$ cat src/rtl/register_4bit.sv
`default_nettype none
// ============================================================================
// Module      : register_4bit
// Description : Universal register with clear, load, inc/dec and serial shifts,
//               one operation per edge chosen by fixed priority.
// Revision    : 1.0 - initial release
// ============================================================================
module register_4bit #(
  parameter int WIDTH = 4
) (
  input  logic             clk,
  input  logic             rst,
  input  logic             cl,
  input  logic             ld,
  input  logic [WIDTH-1:0] in,
  input  logic             inc,
  input  logic             dec,
  input  logic             sr,
  input  logic             ir,
  input  logic             sl,
  input  logic             il,
  output logic [WIDTH-1:0] out
);

  localparam logic [WIDTH-1:0] c_zero = '0;
  localparam logic [WIDTH-1:0] c_one  = {{(WIDTH-1){1'b0}}, 1'b1};

  logic [WIDTH-1:0] r_q;
  logic [WIDTH-1:0] w_next;

  // Earlier branches win; later requests in the same cycle are dropped.
  always_comb begin
    w_next = r_q;
    if (cl)
      w_next = c_zero;
    else if (ld)
      w_next = in;
    else if (inc)
      w_next = r_q + c_one;
    else if (dec)
      w_next = r_q - c_one;
    else if (sr)
      w_next = {ir, r_q[WIDTH-1:1]};
    else if (sl)
      w_next = {r_q[WIDTH-2:0], il};
  end

  always_ff @(posedge clk) begin
    if (rst)
      r_q <= c_zero;
    else
      r_q <= w_next;
  end

  assign out = r_q;

endmodule
`default_nettype wire

$ cat config.mk
export PLATFORM = sky130hd
export DESIGN_NAME = register_4bit
export DESIGN_NICKNAME = d
export VERILOG_FILES = /design/src/rtl/register_4bit.sv
export SDC_FILE = /design/constraint.sdc
export NUM_CORES = 1
export LEC_CHECK = 0
export BUFFER_PORTS_ARGS = -buffer_cell sky130_fd_sc_hd__buf_4
export CAP_MARGIN = 20
export CELL_PAD_IN_SITES_DETAIL_PLACEMENT = 0
export CELL_PAD_IN_SITES_GLOBAL_PLACEMENT = 1
export CORE_MARGIN = 2
export CORE_UTILIZATION = 28
export DETAILED_ROUTE_END_ITERATION = 7
export PLACE_DENSITY = 0.79
export SLEW_MARGIN = 20
export SYNTH_ARGS = -nofsm -noshare
export SYNTH_HDL_FRONTEND = slang
export SYNTH_SLANG_ARGS = --single-unit
export TNS_END_PERCENT = 100
$ cat constraint.sdc
create_clock -name clk -period 1.62 [get_ports clk]
set_input_delay 0.081 -clock clk [delete_from_list [all_inputs] [get_ports clk]]
set_output_delay 0.081 -clock clk [all_outputs]
set_load 0.01 [all_outputs]
==> reports/metrics.csv <==
stage;metric;value;unit
global_route;antenna_found_initial;0;
cells_and_area;largest_reg_flops;4;
yosys;yosys_register_bits;4;
worst_setup_path;timing.rr.start;out[0];
cells_and_area;area_growth;42.53;%
sta;maxSlewViolCount;0;
yosys;yosys.area.top_type_share;21.26;%
run_status;status;finished, final reports clean;
yosys;yosys_most_used_dff;dfxtp_1;
worst_setup_path;startpoint_type;register;
sta;setup_viol;0;
route;wl_per_cell;11.93;um
die;die-area;0.001654;mm^2
placed_design;placedInstanceArea;514.2;um^2
sta;period_share;90.33;%
clock_tree;cts.sinks;4;
power_and_ir_drop;power_frac_seq;33.5;%
yosys;seq_area_frac_synth;21.26;%
cells_and_area;drive_gt1_share;32.39;%
yosys;syn_area;376.6;um^2
worst_hold_path;worstHoldPathCells;3;
placed_design;pre_cts_slack;0.1560;ns
die;io_pins;18;
clock_tree;cts_setup_buffers;0;
sta;min_period;1.463;ns
yosys;ys_top_cells_by_count;nand2_1, a21oi_1, dfxtp_1, inv_1, nor2_1;
die;rows;13;
power_and_ir_drop;peakVddDrop;0.3306;mV
yosys;synthCells;52;
route;viasPerCell;5.209;
power_and_ir_drop;pwr-share-comb;29.3;%
route;final_antenna_net_count;0;
yosys;synth_nets;68;
worst_setup_path;crit_type;register to register;
cells_and_area;stdcell_area;536.8;um^2
power_and_ir_drop;leakage;0.2373;nW
global_route;grt_max_degree;10;
worst_setup_path;arrival;1.57;ns
clock_tree;cts_hold_buf;0;
power_and_ir_drop;p_per_area;624.8;mW/mm^2
yosys;synth_largest_area_cell;dfxtp_1;
sta;finClkSkew;0.003801;ns
sta;setup_ws;0.1567;ns
worst_hold_path;hold_class;input pin to register;
placed_design;routabilityCongestion;0.7805;
yosys;synth_area_leaders;dfxtp_1, ha_1, o211ai_1;
placed_design;portBuffers;17;
route;vias;448;
yosys;ys_types;26;
clock_tree;cts_root_buffer;clkbuf_4;
clock_tree;clock_path_buffers;2;
sta;setup_tns;0;ns
global_route;grt_pass1_wl;1386;um
worst_setup_path;crit_fanout;6;
die;start_util;29.31;%
sta;rsz0062_at_grt;false;
route;drc;0;
clock_tree;ctsHtreeMaxLevel;1;
power_and_ir_drop;sw_frac_of_total;28.66;%
global_route;gr-total-overflow;0;
yosys;yosys_warnings;0;
yosys;async_flop_share;0;%
cells_and_area;nNetsFinal;89;
worst_setup_path;rrSetupSlack;0.16;ns
global_route;grtUsageTotal;13.18;%
worst_setup_path;required;1.73;ns
placed_design;dp_hpwl;811.3;um
worst_setup_path;r2r_cells;5;
power_and_ir_drop;p_clk_share;37.2;%
route;wl_met1;503;um
die;fp.dieH;40.68;um
clock_tree;cts_tree;built;
worst_hold_path;hold_start;in[2];
clock_tree;clk_pin_slew_worst_paths;0.04;ns
route;firstDrtPassIters;4;
sta;finalHoldViolations;0;
die;dieWidth;40.68;um
route;highest_layer;met3;
worst_setup_path;end_kind;register;
clock_tree;cts_resized;0;
yosys;synth_edf_count;0;
power_and_ir_drop;internal_power;0.2393;mW
clock_tree;cts_buffers;3;
die;coreArea;0.001285;mm^2
worst_setup_path;reg2reg_to;out[1];
sta;worstMarginPinSlew;0.3081;ns
yosys;syn_area_per_cell;7.243;um^2
cells_and_area;n_antenna_cell;0;
sta;max_freq;683.4;MHz
route;met3_length;59;um
yosys;synth_most_common_cell;nand2_1;
job;max_cap_viol_count;0;
cells_and_area;final_cells;86;
power_and_ir_drop;p_switching;0.09613;mW
worst_hold_path;hold_end;out[2];
route;drt_iter0_drc;1;
global_route;grt_pass1_vias;341;
power_and_ir_drop;p_total;0.3354;mW
route;route.met2.wl;463;um
placed_design;dpl.cell_count;83;
route;wirelength;1026;um
sta;relSlewSlack;79.38;%
clock_tree;clkLatencyLatePin;0.24;ns
## metrics by stage
step	utilization [%]	hold slack, ns
floorplan	-	0.2352
global placement	40.02	0.3744
detailed placement	40.02	0.3728
CTS	41.77	0.1210
global route	41.77	0.1283
finish	41.77	0.1269
## metal layers
metal  GRT usage [%]  up-vias
li1                -      235
met1           16.88      200
met2           19.84       13
met3           6.522        0
met4           2.500        0
met5               0        -
## logic make-up (layout without fill, tap and decap cells)
kind of cell	after synthesis	after routing	synth area share, %
multiplexers	2	2	5.316
adder cells (fa/ha/maj)	2	2	6.643
flip-flops	4	4	21.26
AO/OA/AOI/OAI	19	19	33.89
AND/OR/NAND/NOR	17	17	21.26
buffers and inverters	7	26	9.299
XOR/XNOR	1	1	2.326
## critical path, stage by stage (launching register included)
cell and delay (ns):
dfxtp_1 0.41, inv_1 0.12, ha_1 0.31, a21oi_1 0.06
a221oi_1 0.31, o22ai_1 0.13
## power groups by stage
stage / Sequential, mW / Combinational [mW] / Clock [mW]
2_1_floorplan: 0.116 / 0.0500 / 0
3_3_place_gp: 0.114 / 0.0996 / 0
3_5_place_dp: 0.114 / 0.0985 / 0
4_1_cts: 0.112 / 0.0986 / 0.130
5_1_grt: 0.113 / 0.108 / 0.135
6_report: 0.112 / 0.0982 / 0.125
## worst max-delay path by stage
stage                      start  slack [ns]      to  cells after the start
after CTS                 out[0]        0.14  out[1]                      5
final                     out[0]        0.16  out[1]                      5
after detailed placement  out[0]        0.16  out[1]                      5
after floorplan           out[0]        0.25  out[1]                      5
after global routing      out[0]        0.05  out[1]                      5
after global placement    out[0]        0.17  out[1]                      5
## placed cells by master (no fill, tap or decap), types with 2 or more instances in the layout
cell	instances
o211ai_1	3
inv_1	4
clkbuf_4	3
nor3_1	3
ha_1	2
a31oi_1	3
mux2i_1	2
dfxtp_1	4
nor2_1	4
nand2_1	5
a21oi_1	4
buf_4	18
o221ai_1	2
o21ai_0	2
## area by class of cell
class / instances / area [um^2]
Tap cell: 15 / 18.77
Fill cell: 134 / 748.2
Timing Repair Buffer: 18 / 135.1
Inverter: 5 / 18.77
Sequential cell: 4 / 80.08
Clock buffer: 3 / 22.52
Multi-Input combinational cell: 41 / 261.5
Note: power is estimated with default switching activity, not from simulation.
